`config.mk`:
```
export PLATFORM = sky130hd
export DESIGN_NAME = line_scanout_flat
export DESIGN_NICKNAME = d
export VERILOG_FILES = /design/src/rtl/line_scanout_if.sv /design/src/rtl/line_scanout.sv /design/src/flat_wrapper.sv
export SDC_FILE = /design/constraint.sdc
export NUM_CORES = 1
export LEC_CHECK = 0
export BUFFER_PORTS_ARGS = -buffer_cell sky130_fd_sc_hd__buf_4
export CORE_ASPECT_RATIO = 0.8
export CORE_MARGIN = 2
export CORE_UTILIZATION = 33
export DETAILED_ROUTE_END_ITERATION = 10
export GPL_TIMING_DRIVEN = 0
export PLACE_DENSITY = 0.6
export SLEW_MARGIN = 0
export SYNTH_ARGS = -nofsm -noshare
export SYNTH_HDL_FRONTEND = slang
export SYNTH_SLANG_ARGS = --single-unit
export TNS_END_PERCENT = 50
```
`constraint.sdc`:
```
create_clock -name clk -period 2.2 [get_ports clk]
set_input_delay 0.55 -clock clk [delete_from_list [all_inputs] [get_ports clk]]
set_output_delay 0.55 -clock clk [all_outputs]
set_load 0.05 [all_outputs]
```
`src/rtl/line_scanout_if.sv`:
```
// Line buffer read/clear port plus the registered pixel stream toward the palette.
interface line_scanout_if;
   logic [9:0] l_addr;
   logic       l_re;
   logic       l_we;
   logic [7:0] l_wdata;
   logic [7:0] l_rdata;
   logic [7:0] pix;
   logic       pix_valid;

   modport master (
      output l_addr, l_re, l_we, l_wdata, pix, pix_valid,
      input  l_rdata
   );

   modport slave (
      input  l_addr, l_re, l_we, l_wdata, pix, pix_valid,
      output l_rdata
   );
endinterface

```
`src/rtl/line_scanout.sv`:
```
// Streams one sprite line-buffer bank as pixel-doubled colours, clearing entries on the second scan.
//
// state    | meaning
// S_IDLE   | between lines, waiting for h_start
// S_ACTIVE | phase 0 reads entry x, phase 1 clears it (if clr) and captures the colour
module line_scanout #(
   parameter int H_PIXELS = 320
) (
   input  logic           clk,
   input  logic           rst,
   input  logic [8:0]     line_n,
   input  logic           h_start,
   input  logic [7:0]     bg_color,
   line_scanout_if.master bus
);

   localparam logic [8:0] X_LAST = 9'(H_PIXELS - 1);

   typedef enum logic {S_IDLE, S_ACTIVE} state_t;

   state_t     state_q, state_d;
   logic [8:0] x_q, x_d;
   logic       phase_q, phase_d;
   logic       bank_q, bank_d;
   logic       clr_q, clr_d;
   logic       start;
   logic       capture;
   logic       re_c, we_c;
   logic [7:0] pix_q;
   logic       pv_q;
   logic       pv_age_q;

   logic       unused_line_bits;
   assign unused_line_bits = ^line_n[8:2];

   always_comb begin
      state_d = state_q;
      x_d     = x_q;
      phase_d = phase_q;
      bank_d  = bank_q;
      clr_d   = clr_q;
      start   = 1'b0;
      capture = 1'b0;
      re_c    = 1'b0;
      we_c    = 1'b0;

      case (state_q)
         S_IDLE: begin
            if (h_start) start = 1'b1;
         end
         S_ACTIVE: begin
            if (!phase_q) begin
               re_c    = 1'b1;
               phase_d = 1'b1;
            end else begin
               we_c    = clr_q;
               capture = 1'b1;
               if (x_q == X_LAST) begin
                  // the final edge is the only point where a new line may chain on
                  state_d = S_IDLE;
                  phase_d = 1'b0;
                  if (h_start) start = 1'b1;
               end else begin
                  x_d     = x_q + 9'd1;
                  phase_d = 1'b0;
               end
            end
         end
         default: state_d = S_IDLE;
      endcase

      if (start) begin
         state_d = S_ACTIVE;
         x_d     = '0;
         phase_d = 1'b0;
         bank_d  = line_n[1];
         clr_d   = line_n[0];
      end
   end

   always_ff @(posedge clk or posedge rst) begin
      if (rst) begin
         state_q  <= S_IDLE;
         x_q      <= '0;
         phase_q  <= 1'b0;
         bank_q   <= 1'b0;
         clr_q    <= 1'b0;
         pix_q    <= '0;
         pv_q     <= 1'b0;
         pv_age_q <= 1'b1;
      end else begin
         state_q <= state_d;
         x_q     <= x_d;
         phase_q <= phase_d;
         bank_q  <= bank_d;
         clr_q   <= clr_d;
         // each pixel is shown for two clocks; valid drops once that window lapses
         if (capture) begin
            pix_q    <= (bus.l_rdata == 8'h00) ? bg_color : bus.l_rdata;
            pv_q     <= 1'b1;
            pv_age_q <= 1'b0;
         end else if (!pv_age_q) begin
            pv_age_q <= 1'b1;
         end else begin
            pv_q <= 1'b0;
         end
      end
   end

   assign bus.l_addr    = {bank_q, x_q};
   assign bus.l_re      = re_c;
   assign bus.l_we      = we_c;
   assign bus.l_wdata   = 8'h00;
   assign bus.pix       = pix_q;
   assign bus.pix_valid = pv_q;

endmodule

```
`src/flat_wrapper.sv`:
```
// flat-port wrapper written by rule: the top's interface ports become plain ports
module line_scanout_flat 
#(
   parameter int H_PIXELS = 320
)
  (clk, rst, line_n, h_start, bg_color, bus_l_addr, bus_l_re, bus_l_we, bus_l_wdata, bus_pix, bus_pix_valid, bus_l_rdata);
  line_scanout_if bus_i ();
  input  logic clk;
  input  logic rst;
  input  logic [8:0] line_n;
  input  logic h_start;
  input  logic [7:0] bg_color;
  output wire logic [$bits(bus_i.l_addr)-1:0] bus_l_addr;
  output wire logic [$bits(bus_i.l_re)-1:0] bus_l_re;
  output wire logic [$bits(bus_i.l_we)-1:0] bus_l_we;
  output wire logic [$bits(bus_i.l_wdata)-1:0] bus_l_wdata;
  output wire logic [$bits(bus_i.pix)-1:0] bus_pix;
  output wire logic [$bits(bus_i.pix_valid)-1:0] bus_pix_valid;
  input wire logic [$bits(bus_i.l_rdata)-1:0] bus_l_rdata;
  assign bus_l_addr = bus_i.l_addr;
  assign bus_l_re = bus_i.l_re;
  assign bus_l_we = bus_i.l_we;
  assign bus_l_wdata = bus_i.l_wdata;
  assign bus_pix = bus_i.pix;
  assign bus_pix_valid = bus_i.pix_valid;
  assign bus_i.l_rdata = bus_l_rdata;
  line_scanout #(.H_PIXELS(H_PIXELS)) u_core (.clk(clk), .rst(rst), .line_n(line_n), .h_start(h_start), .bg_color(bg_color), .bus(bus_i));
endmodule
```
==> results.py <==
metrics = {
    "run_status": {
        "outcome": "finished, final reports clean",
    },
    "logic_synthesis": {
        "synth_cells": 119,
        "yosysWarnings": 0,
        "syn_avg_cell_area_um2": 10.0,
        "ys_seq_area_frac": 0.484,
        "syn_area_um2": 1190,
        "synth.mux.area_fraction": 0.0525,
        "yosys_most_used_dff": "dfrtp_1",
        "synthXorXnorAreaFrac": 0.0220,
        "synth_top_family_by_area": "simple AND/OR/NAND/NOR gates",
        "async_flop_share": 1.00,
        "synth-seq-cells": 23,
        "synth_edf_count": 0,
        "synth-simple-area-share": 0.186,
        "ys_types": 35,
        "synth_compound_area_frac": 0.153,
        "synth_fa_ha_area_frac": 0.0105,
    },
    "power": {
        "seq_power_share": 0.416,
        "p_leak_uw": 0.000794,
        "ir_worst_vdd_mv": 0.657,
        "p_int_uw": 782,
        "switching_share": 0.414,
        "comb_power_share": 0.393,
        "power_density_nw_per_um2": 821,
        "p_sw_uw": 553,
        "pwr-share-clk": 0.191,
    },
    "sta": {
        "rsz0062_at_grt": "false",
        "timing.final.max_slew_violations": 0,
        "finalCritPeriodShare": 0.889,
        "period_minus_slack_ns": 1.96,
        "whs_ns": 0.464,
        "finalSetupViolations": 0,
        "worst_slew_pin_slew_ns": 0.867,
        "fin_worst_skew_ns": 0.00433,
        "worst_slack_ns": 0.245,
        "relSlewSlack": 0.421,
        "timing.final.hold_violations": 0,
        "fmax_mhz": 511,
        "fin_setup_tns_ns": 0,
    },
    "global_routing": {
        "grt_max_degree": 24,
        "grt_overflow": 0,
        "grt_usage": 0.136,
        "antenna_found_initial": 0,
        "gr-usage-met1": 0.173,
        "grt_pass1_wl_um": 4370,
        "grt_pass1_vias": 951,
        "grt_use_met2": 0.233,
        "use_met3": 0.0296,
        "grt_most_used_layer": "met2",
    },
    "layout": {
        "layout_common_cells": "buf_4, dfrtp_1, nand2_1",
        "layout_commonest_cell": "buf_4",
        "final_cells": 213,
        "fin_nets": 201,
        "drive_gt1_frac": 0.409,
        "n_antenna_cell": 0,
        "fin_util": 0.472,
        "syn_to_final_growth_pct": 36.4,
    },
    "floorplan": {
        "start_util": 0.346,
        "dieArea_um2": 4110,
        "die_h_um": 57.8,
        "num_rows": 19,
        "ios": 57,
        "chipWidth_um": 71.2,
        "coreArea_um2": 3450,
    },
    "critical_path": {
        "crit_path_end_kind": "flip-flop",
        "crit_type": "flip-flop to flip-flop",
        "r2r_cells": 7,
        "start_kind": "flip-flop",
        "arrival_ns": 2.11,
        "rrSetupSlack_ns": 0.24,
        "rr_startpoint": "u_core.x_q[0]",
        "r2r-end": "u_core.bank_q",
        "critPathRequiredTime_ns": 2.35,
        "crit_fanout": 7,
    },
    "clock_tree": {
        "postCtsSetupRepairBufs": 0,
        "cts_made_buffers": 3,
        "ctsHoldBuffers": 0,
        "cts.clk_slew.worst_paths_ns": 0.08,
        "ctsResizeCount": 0,
        "root_buffer": "clkbuf_8",
        "clockBufferDepth": 2,
        "clock-sinks": 23,
        "clk_latency_ns": 0.26,
        "cts_tree": "done",
        "htree_levels": 1,
    },
    "placed_design": {
        "gp_congestion": 0.792,
        "place_ws_ns": 0.196,
        "placement.io_buffers": 41,
        "place_inst": 209,
        "post-dp-hpwl_um": 2130,
    },
    "detailed_routing": {
        "routed_wl_um": 2700,
        "wire_per_inst_um": 12.7,
        "vias": 1005,
        "drt-pass1-iter-count": 5,
        "ant_nets": 0,
        "vias_per_cell": 4.72,
        "drc": 0,
        "drtIter0Drc": 29,
    },
    "worst_hold_path": {
        "min_path_type": "input pin to async pin",
    },
    "run": {
        "cap_violations": 0,
    },
}
-- registers in the layout, indices dropped and copies added, names as in the netlist --
name,count
u_core.phase_q,1
u_core.bank_q,1
u_core.x_q,9
u_core.pv_age_q,1
u_core.state_q,1
u_core.bus.pix_valid,1
u_core.bus.pix,8
u_core.clr_q,1
-- worst max-delay path by stage --
stage | cells past startpoint | slack [ns] | endpoint | start
6_report | 7 | 0.24 | u_core.bank_q | u_core.x_q[0]
5_1_grt | 7 | 0.13 | u_core.clr_q | u_core.x_q[0]
4_1_cts | 7 | 0.24 | u_core.bank_q | u_core.x_q[0]
3_5_place_dp | 5 | 0.20 | u_core.bus.pix[1] | bus_l_rdata[3]
3_3_place_gp | 5 | 0.26 | u_core.bus.pix[7] | bus_l_rdata[3]
2_1_floorplan | 6 | 0.12 | u_core.bank_q | u_core.x_q[7]
-- final cells by class --
type | instances | area, µm²
inverters | 3 | 11.3
fillers | 341 | 1820
well taps | 42 | 52.6
plain buffers | 13 | 95.1
clock buffers | 4 | 45.0
flip-flops and latches | 23 | 579
multi-input cells | 87 | 536
repair buffers | 41 | 308
-- logic make-up (layout without fill, tap and decap cells) --
kind of cell             after synthesis  count (layout)
AND/OR/NAND/NOR                       41              41
multiplexers                           5               5
flip-flops                            23              23
AO/OA/AOI/OAI                         29              29
buffers and inverters                 16              61
XOR/XNOR                               3               3
other                                  1               8
adder cells (fa/ha/maj)                1               1
-- routing by layer --
| layer | wire [µm] | vias up | part of all wire |
|---|---|---|---|
| li1 | - | 499 | - |
| met3 | 148 | 4 | 0.055 |
| met2 | 1270 | 31 | 0.47 |
| met5 | 0 | - | 0 |
| met1 | 1250 | 471 | 0.46 |
| met4 | 31 | 0 | 0.011 |
-- critical path: stages, from the launching register on --
cell and delay, ns:
dfrtp_2 0.39, ha_1 0.20, nand2_1 0.14, or3_4 0.42, o21ai_2 0.13, and2_4 0.16, buf_8 0.12, mux2_4 0.30
-- Yosys cell counts, types with 2 or more instances --
library cell,number,area share
o21ai_0,11,0.046
buf_4,9,0.057
inv_1,3,0.0094
mux2_2,2,0.019
nor3_1,3,0.013
or4_1,2,0.013
nor2_1,7,0.022
clkbuf_1,2,0.0063
nand2_1,14,0.044
dfrtp_1,22,0.46
mux2_4,2,0.025
nor2b_1,3,0.016
a21oi_1,13,0.055
xnor2_1,3,0.022
nor4_1,2,0.010
nand3_1,2,0.0084
-- power groups by stage --
stage          logic (µW)  clock network (µW)  registers [µW]
3_5_place_dp          526                   0             564
2_1_floorplan         171                   0             751
5_1_grt               555                 284             565
3_3_place_gp          523                   0             560
6_report              525                 256             555
4_1_cts               528                 268             555
-- stage by stage --
step / area, µm² / total power, µW
floorplan: 1220 / 922
global placement: 1580 / 1080
detailed placement: 1580 / 1090
CTS: 1630 / 1350
global route: 1630 / 1400
finish: 1630 / 1340
Note: power is estimated with default switching activity, not from simulation.
